### src/rtl/ram_arb_pkg.sv
// Shared types and defaults for the two-port RAM arbiter.
// Holds the width defaults, memory depth and FSM states.
package ram_arb_pkg;

  localparam int DATA_W_DEF = 8;
  localparam int ADDR_W_DEF = 4;
  localparam int DEPTH      = 2 ** ADDR_W_DEF;

  typedef enum logic [1:0] {
    IDLE = 2'd0,
    GNT0 = 2'd1,
    GNT1 = 2'd2
  } state_t;

endpackage

### src/rtl/ram_port_arbiter_if.sv
// Two requester ports sharing one RAM.
// master = requester side, slave = arbiter side.
interface ram_port_arbiter_if
  import ram_arb_pkg::*;
#(
  parameter int DATA_W = DATA_W_DEF,
  parameter int ADDR_W = ADDR_W_DEF
);

  logic              req_0;
  logic              wr_0;
  logic [ADDR_W-1:0] addr_0;
  logic [DATA_W-1:0] wdata_0;
  logic              gnt_0;
  logic              rvalid_0;
  logic [DATA_W-1:0] rdata_0;

  logic              req_1;
  logic              wr_1;
  logic [ADDR_W-1:0] addr_1;
  logic [DATA_W-1:0] wdata_1;
  logic              gnt_1;
  logic              rvalid_1;
  logic [DATA_W-1:0] rdata_1;

  modport master (
    output req_0, wr_0, addr_0, wdata_0,
    input  gnt_0, rvalid_0, rdata_0,
    output req_1, wr_1, addr_1, wdata_1,
    input  gnt_1, rvalid_1, rdata_1
  );

  modport slave (
    input  req_0, wr_0, addr_0, wdata_0,
    output gnt_0, rvalid_0, rdata_0,
    input  req_1, wr_1, addr_1, wdata_1,
    output gnt_1, rvalid_1, rdata_1
  );

endinterface

### src/rtl/ram_port_arbiter_sp_ram.sv
// Single-port RAM: synchronous write, registered read.
// Contents are intentionally not reset.
module sp_ram
  import ram_arb_pkg::*;
#(
  parameter int DATA_W = DATA_W_DEF,
  parameter int ADDR_W = ADDR_W_DEF,
  parameter int DEPTH  = 2 ** ADDR_W
) (
  input  logic              clk,
  input  logic              en,
  input  logic              we,
  input  logic [ADDR_W-1:0] addr,
  input  logic [DATA_W-1:0] wdata,
  output logic [DATA_W-1:0] q
);

  logic [DATA_W-1:0] mem [DEPTH];

  // Write or read the addressed word when enabled
  always_ff @(posedge clk) begin
    if (en) begin
      if (we) mem[addr] <= wdata;
      else    q         <= mem[addr];
    end
  end

endmodule

### src/rtl/ram_port_arbiter.sv
// Round-robin arbiter giving two ports access to one RAM.
// One GNT cycle per access; read data returns one cycle later.
module ram_port_arbiter
  import ram_arb_pkg::*;
#(
  parameter int DATA_W = DATA_W_DEF,
  parameter int ADDR_W = ADDR_W_DEF
) (
  input logic               clk,
  input logic               rst,
  ram_port_arbiter_if.slave bus
);

  state_t            state;
  state_t            state_nx;
  logic              ptr;

  logic              ram_en;
  logic              ram_we;
  logic [ADDR_W-1:0] ram_addr;
  logic [DATA_W-1:0] ram_wdata;
  logic [DATA_W-1:0] ram_q;

  logic              rv_0;
  logic              rv_1;
  logic [DATA_W-1:0] hold_0;
  logic [DATA_W-1:0] hold_1;

  // State register
  always_ff @(posedge clk or posedge rst) begin
    if (rst) state <= IDLE;
    else     state <= state_nx;
  end

  // Next-state: the granted port's own request is consumed
  always_comb begin
    state_nx = IDLE;
    unique case (state)
      IDLE: begin
        if (bus.req_0 && bus.req_1)
          state_nx = ptr ? GNT1 : GNT0;
        else if (bus.req_0)
          state_nx = GNT0;
        else if (bus.req_1)
          state_nx = GNT1;
        else
          state_nx = IDLE;
      end
      GNT0:    state_nx = bus.req_1 ? GNT1 : IDLE;
      GNT1:    state_nx = bus.req_0 ? GNT0 : IDLE;
      default: state_nx = IDLE;
    endcase
  end

  // Priority pointer flips to the port not just served
  always_ff @(posedge clk or posedge rst) begin
    if (rst) begin
      ptr <= 1'b0;
    end else begin
      if (state == GNT0) ptr <= 1'b1;
      if (state == GNT1) ptr <= 1'b0;
    end
  end

  // Mux the granted port onto the RAM
  always_comb begin
    ram_en    = 1'b0;
    ram_we    = 1'b0;
    ram_addr  = '0;
    ram_wdata = '0;
    unique case (state)
      GNT0: begin
        ram_en    = 1'b1;
        ram_we    = bus.wr_0;
        ram_addr  = bus.addr_0;
        ram_wdata = bus.wdata_0;
      end
      GNT1: begin
        ram_en    = 1'b1;
        ram_we    = bus.wr_1;
        ram_addr  = bus.addr_1;
        ram_wdata = bus.wdata_1;
      end
      default: ram_en = 1'b0;
    endcase
  end

  sp_ram #(
    .DATA_W (DATA_W),
    .ADDR_W (ADDR_W)
  ) u_ram (
    .clk   (clk),
    .en    (ram_en),
    .we    (ram_we),
    .addr  (ram_addr),
    .wdata (ram_wdata),
    .q     (ram_q)
  );

  // Read-valid pulse follows a read grant
  always_ff @(posedge clk or posedge rst) begin
    if (rst) begin
      rv_0 <= 1'b0;
      rv_1 <= 1'b0;
    end else begin
      rv_0 <= (state == GNT0) && !bus.wr_0;
      rv_1 <= (state == GNT1) && !bus.wr_1;
    end
  end

  // Per-port copy keeps rdata stable until that port reads again
  always_ff @(posedge clk or posedge rst) begin
    if (rst) begin
      hold_0 <= '0;
      hold_1 <= '0;
    end else begin
      if (rv_0) hold_0 <= ram_q;
      if (rv_1) hold_1 <= ram_q;
    end
  end

  assign bus.gnt_0    = (state == GNT0);
  assign bus.gnt_1    = (state == GNT1);
  assign bus.rvalid_0 = rv_0;
  assign bus.rvalid_1 = rv_1;
  assign bus.rdata_0  = rv_0 ? ram_q : hold_0;
  assign bus.rdata_1  = rv_1 ? ram_q : hold_1;

endmodule
### src/flat_wrapper.sv
// flat-port wrapper written by rule: the top's interface ports become plain ports
module ram_port_arbiter_flat import ram_arb_pkg::*;
#(
  parameter int DATA_W = DATA_W_DEF,
  parameter int ADDR_W = ADDR_W_DEF
)
  (clk, rst, bus_req_0, bus_wr_0, bus_addr_0, bus_wdata_0, bus_gnt_0, bus_rvalid_0, bus_rdata_0, bus_req_1, bus_wr_1, bus_addr_1, bus_wdata_1, bus_gnt_1, bus_rvalid_1, bus_rdata_1);
  ram_port_arbiter_if #(.DATA_W(DATA_W), .ADDR_W(ADDR_W)) bus_i ();
  input logic clk;
  input logic rst;
  input wire logic [$bits(bus_i.req_0)-1:0] bus_req_0;
  input wire logic [$bits(bus_i.wr_0)-1:0] bus_wr_0;
  input wire logic [$bits(bus_i.addr_0)-1:0] bus_addr_0;
  input wire logic [$bits(bus_i.wdata_0)-1:0] bus_wdata_0;
  output wire logic [$bits(bus_i.gnt_0)-1:0] bus_gnt_0;
  output wire logic [$bits(bus_i.rvalid_0)-1:0] bus_rvalid_0;
  output wire logic [$bits(bus_i.rdata_0)-1:0] bus_rdata_0;
  input wire logic [$bits(bus_i.req_1)-1:0] bus_req_1;
  input wire logic [$bits(bus_i.wr_1)-1:0] bus_wr_1;
  input wire logic [$bits(bus_i.addr_1)-1:0] bus_addr_1;
  input wire logic [$bits(bus_i.wdata_1)-1:0] bus_wdata_1;
  output wire logic [$bits(bus_i.gnt_1)-1:0] bus_gnt_1;
  output wire logic [$bits(bus_i.rvalid_1)-1:0] bus_rvalid_1;
  output wire logic [$bits(bus_i.rdata_1)-1:0] bus_rdata_1;
  assign bus_i.req_0 = bus_req_0;
  assign bus_i.wr_0 = bus_wr_0;
  assign bus_i.addr_0 = bus_addr_0;
  assign bus_i.wdata_0 = bus_wdata_0;
  assign bus_gnt_0 = bus_i.gnt_0;
  assign bus_rvalid_0 = bus_i.rvalid_0;
  assign bus_rdata_0 = bus_i.rdata_0;
  assign bus_i.req_1 = bus_req_1;
  assign bus_i.wr_1 = bus_wr_1;
  assign bus_i.addr_1 = bus_addr_1;
  assign bus_i.wdata_1 = bus_wdata_1;
  assign bus_gnt_1 = bus_i.gnt_1;
  assign bus_rvalid_1 = bus_i.rvalid_1;
  assign bus_rdata_1 = bus_i.rdata_1;
  ram_port_arbiter #(.DATA_W(DATA_W), .ADDR_W(ADDR_W)) u_core (.clk(clk), .rst(rst), .bus(bus_i));
endmodule
### config.mk
export PLATFORM = sky130hd
export DESIGN_NAME = ram_port_arbiter_flat
export DESIGN_NICKNAME = d
export VERILOG_FILES = /design/src/rtl/ram_arb_pkg.sv /design/src/rtl/ram_port_arbiter_if.sv /design/src/rtl/ram_port_arbiter_sp_ram.sv /design/src/rtl/ram_port_arbiter.sv /design/src/flat_wrapper.sv
export SDC_FILE = /design/constraint.sdc
export NUM_CORES = 1
export LEC_CHECK = 0
export CAP_MARGIN = 20
export CORE_MARGIN = 4
export CORE_UTILIZATION = 35
export DETAILED_ROUTE_END_ITERATION = 6
export GPL_TIMING_DRIVEN = 1
export HOLD_SLACK_MARGIN = 0.02
export SLEW_MARGIN = 20
export SYNTH_ARGS = -nofsm -noshare
export SYNTH_HDL_FRONTEND = slang
export SYNTH_SLANG_ARGS = --single-unit
### constraint.sdc
create_clock -name clk -period 6 [get_ports clk]
set_clock_uncertainty 0.2 [all_clocks]
set_input_delay 1.8 -clock clk [delete_from_list [all_inputs] [get_ports clk]]
set_output_delay 1.8 -clock clk [all_outputs]
set_load 0.02 [all_outputs]
== After elaboration in Yosys (flattened, before gate mapping) ==
Memories as Yosys holds them, arrays and structs flattened. A register that Yosys moved wholly into a read port is not among the register bits.
Cells that the tools add are included.
Operators by class
  bitwise logic cells: 1
  reductions and logical operators: 9
  equality and inequality tests: 2
  mux-type cells: 17
Operators by type and width (number)
  2-to-1 mux 8 bit: 2
  one-hot mux 8 bit (2 select lines): 1
  2-to-1 mux 2 bit: 4
  one-hot mux 4 bit (2 select lines): 1
  2-to-1 mux 1 bit: 7
  one-hot mux 2 bit (3 select lines): 1
  logical AND 1 bit: 3
  == test 2 x 1 -> 1 bit (second input constant): 1
  == test 2 bit (second input constant): 1
  zero test 1 bit: 2
  zero test 2 bit: 1
  one-hot mux 1 bit (2 select lines): 1
  AND reduction 2 bit: 1
  nonzero test 2 bit: 1
  OR reduction 2 bit: 1
  inverter 1 bit: 1
Storage, ports and cells
  bits of input ports: 30
  bits in registers: 21
  output and inout port bits: 20
  memories kept: 1
  bits in writable memories: 128
  word-level logic and storage cells: 36
Memory list
  u_core.u_ram.mem: depth 16, bits a word 8, read ports 1, clocked after Yosys merged registers in 1, wr ports 1, RTL line ram_port_arbiter_sp_ram.sv:18  | logic [DATA_W-1:0] mem [DEPTH];

== Logic depth before layout (Yosys ltp) ==
Gate-level depths: netlist of the first run.
  word-level depth: 5
  mapped depth: 11
  mapped depth without buffers: 7

== Modules after synthesis ==
Synthesis of the first run repeated with hierarchy kept, for this count alone.
Second synthesis, totals
  cell total of the unflattened synthesis: 323
  area total of the unflattened synthesis: 6326.1 µm²
Modules (own cells, without submodules)
  sp_ram: area each 5237.5 µm², cells each 234, instances 1, sequential area each 4083.9 µm²
  ram_port_arbiter: area each 1088.5 µm², cells each 89, instances 1, sequential area each 525.5 µm²

== Worst setup path after synthesis of the first run ==
No wires, ideal clock.
  path type: input -> register
  start point: input bus_addr_1[1]
  end point: register u_core.u_ram.q[5] (read register of u_core.u_ram.mem), data pin
  required time: 5.528 ns
  arrival time: 3.157 ns
  slack: 2.372 ns
  library setup time: 0.272 ns
  buffers on the path: 1
  stages on the path: 6
  cell sequence: a22o_4 > buf_6 > mux2_4 > o22ai_1 > a211oi_1 > or4_1
Between the ends
  cells in the longest elaborated chain, start to end: 1
Ends and longest elaborated chain
  start: declaration: RTL line flat_wrapper.sv:20  | input wire logic [$bits(bus_i.addr_1)-1:0] bus_addr_1;
  one-hot mux 4 bit (2 select lines): RTL line ram_port_arbiter.sv:71  | unique case (state)
  end: declaration: RTL line ram_port_arbiter_sp_ram.sv:15  | output logic [DATA_W-1:0] q
No other way between the ends.
A chain may end at the register's enable or synchronous reset.

== Final worst setup path of the first run ==
  start point: input bus_addr_1[0]
  end point: register u_core.u_ram.q[4] (read register of u_core.u_ram.mem), data pin
The elaborated chain is that of the path after synthesis.

==> results of run 1 <==
## power breakdown
part / internal, mW / leakage, nW / switching, mW / total [mW]
combinational: 0.432 / 0.778 / 0.754 / 1.19
clock: 0.692 / 0.281 / 0.392 / 1.08
sequential: 1.40 / 1.49 / 0.0562 / 1.45
## layout by cell type, fill, tap and decap left out, types with 5 or more instances in the layout
cell / Yosys / final
buf_4: 2 / 6
o21ai_0: 8 / 8
inv_1: 5 / 5
edfxtp_1: 136 / 136
nand3_1: 8 / 8
o22ai_1: 13 / 13
clkbuf_16: 0 / 17
a21oi_1: 15 / 15
clkdlybuf4s50_1: 0 / 49
nand2_1: 29 / 29
a211oi_1: 11 / 11
clkbuf_1: 8 / 7
nor2_1: 43 / 38
nor2_2: 1 / 6
mux2i_1: 6 / 6
a22oi_1: 13 / 13
dfrtp_1: 21 / 21
mux2_2: 29 / 29
## cell families (layout without fill, tap and decap cells)
| family | after synthesis | in the layout | share of synthesized area [%] |
|---|---|---|---|
| AO/OA/AOI/OAI | 94 | 94 | 11.0 |
| adder cells (fa/ha/maj) | 4 | 4 | 0.787 |
| buffers and inverters | 28 | 93 | 2.16 |
| flip-flops | 157 | 157 | 72.5 |
| multiplexers | 39 | 39 | 7.02 |
| AND/OR/NAND/NOR | 96 | 96 | 6.53 |
## metrics by stage
stage	std cells	power [mW]	setup WS [ps]	utilization [%]	hold WS, ps
after detailed placement	679	2.65	1210	39.5	287
after CTS	711	3.74	1630	42.8	302
after global placement	679	2.62	1290	39.4	283
final	712	3.72	1610	42.9	296
after global routing	712	3.89	1520	42.9	314
after floorplan	418	2.22	2370	-	297
## worst paths after layout
path / start / to / slack, ps / cells past startpoint
worst max-delay path: bus_addr_1[0] / u_core.u_ram.q[4] / 1610 / 6
worst min-delay path: u_core.hold_0[6] / u_core.hold_0[6] / 300 / 1
worst max register to register: u_core.state[0] / u_core.u_ram.mem[7][2] / 2250 / 6
worst min register to register: u_core.hold_0[6] / u_core.hold_0[6] / 300 / 1
max in group asynchronous: rst / u_core.hold_0[0] / 3470 / 2
min in group asynchronous: rst / u_core.bus.rvalid_1 / 1630 / 2
## state kept, by name (all words and copies together), names as in the netlist
signal	cells
u_core.bus.rvalid_0	1
u_core.bus.rvalid_1	1
u_core.hold_0	8
u_core.hold_1	8
u_core.ptr	1
u_core.state	2
u_core.u_ram.mem	128
u_core.u_ram.q	8
## metal layers
metal  track usage, %  wire length (um)
met5                0                 0
met4             5.35               240
met3             4.62              1050
met2             24.6              7270
met1             19.4              6330
## cell type report
cell class / count / area (um^2) / area share, %
flip-flops and latches: 157 / 4610 / 60.1
multi-input cells: 233 / 1630 / 21.2
repair buffers: 55 / 536 / 6.98
clock buffers: 24 / 452 / 5.89
well taps: 229 / 287 / 3.74
clock inverters: 8 / 140 / 1.83
inverters: 6 / 22.5 / 0.294
## worst max-delay path: stages
cell	delay, ps
clkdlybuf4s50_1	460
a22oi_4	570
nand2_1	510
o22ai_1	320
a211oi_1	100
or4_1	570
==> results.yml, run 1 <==
clock_tree:
  cts_tree: "built"
  cts.sinks: 157
  worstSkewPairLatency_ps: 420
  cts_root_buffer: "clkbuf_16"
  clk_path_buf_depth: 2
  cts_setup_buffers: 0
  clkTransAtPathRegs_ps: 60
  cts_buffers: 17
  cts_resized: 0
  cts_hold_buf: 0
  htree_num_levels: 4
drt:
  wl_per_cell_um: 20.9
  antenna_left: 0
  drt-total-wl_mm: 14.9
  route.detailed.drc: 0
  drt_iter0_markers: 277
  first_pass_iters: 5
  viasPerCell: 5.35
  dr_total_vias: 3812
worst_setup_path:
  crit_arrival_ps: 4350
  cp.required_ps: 5960
  crit_path_start_kind: "primary input"
  criticalPathCategory: "in2reg"
  endpoint_kind: "flop"
  crit_path_max_fanout: 19
logic_synthesis:
  synth_ff_type: "edfxtp_1"
  synthTopCellsByCount: "edfxtp_1 (136), nor2_1 (43), mux2_2 (29), nand2_1 (29), dfrtp_1 (21)"
  ys_async_sr_fraction_pct: 13.4
  synth_cell_types: 48
  synth_edf_count: 136
  yosysMostFrequentCell: "edfxtp_1"
  netlist_top_cells_area: "edfxtp_1 (64%), dfrtp_1 (8.3%), mux2_2 (5.1%)"
  ys_seq_area_share_pct: 72.5
  syn_nets: 452
  syn_inst: 418
  ys_seq_elements: 157
  synth_top_area_share_pct: 64.2
  synth.avg_cell_area_um2: 15.2
  yosysWarningCount: 0
  synthesis.area_mm2: 0.00636
  yosysTopAreaCell: "edfxtp_1"
worst_hold_path:
  worstHoldPathType: "reg2reg"
timing:
  post-route-period-util_pct: 73.2
  final_max_slew_viol_count: 0
  hold_violations: 0
  tightest_slew_ps: 939
  tns_ps: 0
  grt_setup_unrepaired: "false"
  clock.fmax_mhz: 228
  slew_headroom_pct: 37.2
  setup_violations: 0
  min_period_ps: 4390
die:
  core_mm2: 0.0179
  die_area_mm2: 0.0204
  start_util_pct: 35.5
  die_height_um: 143
  dieWidth_um: 143
  rows: 49
  io_pins: 50
power:
  leakagePower_nw: 2.55
  powerDensity_mw_per_mm2: 485
  peakVddDrop_uv: 368
grt:
  grt_overflow: 0
  antenna_found_initial: 0
  grt_max_degree: 40
  grt_pass1_vias: 3865
  grt_pass1_wl_mm: 22.8
  grtUsageTotal_pct: 15.2
layout:
  nFillCells: 1618
  fin_nets: 504
  diodes: 0
  drive_gt1_share_pct: 15.3
  design_area_mm2: 0.00767
  syn_to_final_growth_pct: 20.6
run_status:
  status: "finished clean"
run:
  cap_violations: 0
place:
  numPortBuffers: 49
  place_hpwl_mm: 10.2
  place_congestion: 0.936
  place_area_mm2: 0.00706
Power figures use the tool's default switching activity.
==> run 2, diff against run 1 <==
==> constraint.sdc (replaced) <==
create_clock -name clk -period 3.7 [get_ports clk]
set_clock_uncertainty 0.2 [all_clocks]
set_input_delay 1.11 -clock clk [delete_from_list [all_inputs] [get_ports clk]]
set_output_delay 1.11 -clock clk [all_outputs]
set_load 0.02 [all_outputs]
==> run 2 against run 1 <==
Register-to-register slack worse by 1600 ps; sequential share of layout area down 2.1 points; cell area up 3.6%; critical path type unchanged; largest cell class unchanged.
==> results.yml, run 2 (synthesis gave the netlist of run 1 again) <==
worst_setup_path:
  path_cells: "clkdlybuf4s50_1 > a22o_4 > buf_4 > mux2_2 > o22ai_1 > a211oi_1 > or4_1"
  crit_arrival_ps: 3230
  criticalPathCategory: "in2reg"
  critPathLaunch: "bus_addr_1[1]"
  crit_path_start_kind: "primary input"
  slowest_stage: "clkdlybuf4s50_1"
  crit_family: "buffers and inverters"
  cp.required_ps: 3660
  cp_num_buf_inv: 2
  crit_path_max_fanout: 22
  reg2reg_from: "u_core.state[1]"
  endpoint_kind: "flop"
  cp_slowest_stage_delay_ps: 500
clock_tree:
  cts_root_buffer: "clkbuf_16"
  cts_buffers: 17
  clkTransAtPathRegs_ps: 60
  cts_setup_buffers: 0
  worstSkewPairLatency_ps: 430
  cts_tree: "built"
  clk_path_buf_depth: 2
  cts.sinks: 157
  cts_hold_buf: 0
  htree_num_levels: 4
  cts_resized: 0
power:
  peakVddDrop_uv: 509
  leakagePower_nw: 2.75
  powerDensity_mw_per_mm2: 774
run:
  cap_violations: 0
die:
  die_area_mm2: 0.0204
  rows: 49
  die_height_um: 143
  io_pins: 50
  core_mm2: 0.0179
  dieWidth_um: 143
  start_util_pct: 35.5
drt:
  first_pass_iters: 7
  wl_per_cell_um: 21.3
  route.detailed.drc: 0
  drt-total-wl_mm: 16.0
  dr_total_vias: 3989
  antenna_left: 0
  drt_iter0_markers: 510
  viasPerCell: 5.31
run_status:
  status: "finished clean"
worst_hold_path:
  holdCritStartpoint: "u_core.hold_0[4]"
  worstHoldPathType: "reg2reg"
grt:
  grt_pass1_vias: 4000
  grt_overflow: 0
  antenna_found_initial: 0
  grt_max_degree: 25
  grt_pass1_wl_mm: 24.2
  grtUsageTotal_pct: 16.2
timing:
  final_max_slew_viol_count: 0
  clock.fmax_mhz: 306
  tightest_slew_ps: 846
  min_period_ps: 3270
  slew_headroom_pct: 43.6
  hold_violations: 0
  setup_violations: 0
  post-route-period-util_pct: 88.4
  fin_worst_hold_slack_ps: 297
  grt_setup_unrepaired: "false"
place:
  placed_cells: 719
  numPortBuffers: 49
  place_hpwl_mm: 10.8
  place_congestion: 0.859
layout:
  final_cells: 751
  nFillCells: 1572
  syn_to_final_growth_pct: 25.0
  top_register: "u_core.u_ram.mem"
  drive_gt1_share_pct: 22.4
  fin_nets: 543
  largest_register_ffs: 128
  layout_common_cells: "edfxtp_1 (136), clkdlybuf4s50_1 (49), buf_4 (44), nor2_1 (40)"
  diodes: 0
  final_common_cell: "edfxtp_1"
[run 2: cell count changes in the layout (fill, tap and decap cells not counted), sizes merged]
cell | previous run | this run
clkinv | 3 | 8
bufinv | 4 | 2
clkinvlp | 1 | 2
clkbuf | 24 | 17
inv | 6 | 9
buf | 6 | 45
[run 2: layout make-up]
class,count,area [um^2],share of cell area (%)
multi-input cells,233,1620,20.4
flip-flops and latches,157,4610,58.0
inverters,6,22.5,0.283
well taps,229,287,3.60
clock inverters,15,145,1.83
repair buffers,94,841,10.6
clock buffers,17,425,5.35
[run 2: metal layers]
layer	GRT usage [%]	part of all wire, %	vias up
met1	20.9	42	2006
met5	0	0	-
met2	26.3	49	147
li1	-	-	1810
met3	3.88	6.5	26
met4	6.70	2.5	0
[run 2: stage by stage]
step	setup WS [ps]	TNS, ps	power, mW	utilization (%)	cell area, um^2
6_report	431	0	6.16	44.4	7950
5_1_grt	325	0	6.42	44.4	7950
4_1_cts	403	0	6.19	44.4	7950
3_5_place_dp	-41.7	-41.7	4.50	41.2	7380
3_3_place_gp	-21.7	-21.7	4.46	41.2	7370
2_1_floorplan	762	0	3.60	-	6360
[run 2: path summary, 6_finish.rpt]
check                                       to  slack, ps  cells past startpoint
min                           u_core.hold_0[4]        300                      1
max                          u_core.u_ram.q[5]        430                      7
min reg2reg                   u_core.hold_0[4]        300                      1
min in group asynchronous  u_core.bus.rvalid_0        950                      2
max reg2reg                  u_core.u_ram.q[2]        690                      9
max in group asynchronous     u_core.hold_0[4]       1850                      2
[run 2: report_power, final]
group	internal (mW)	switching (mW)	leakage (nW)
Combinational	0.817	1.31	0.986
Sequential	2.27	0.0867	1.49
Clock	0.988	0.692	0.276
==> run 3, diff against run 2 <==
--- a/config.mk
+++ b/config.mk
@@ -11,6 +11,7 @@
 export DETAILED_ROUTE_END_ITERATION = 6
 export GPL_TIMING_DRIVEN = 1
 export HOLD_SLACK_MARGIN = 0.02
+export SKIP_LAST_GASP = 1
 export SLEW_MARGIN = 20
 export SYNTH_ARGS = -nofsm -noshare
 export SYNTH_HDL_FRONTEND = slang
==> results of run 3 <==
No change in the layout: final DEF, timing and power equal those of run 2.
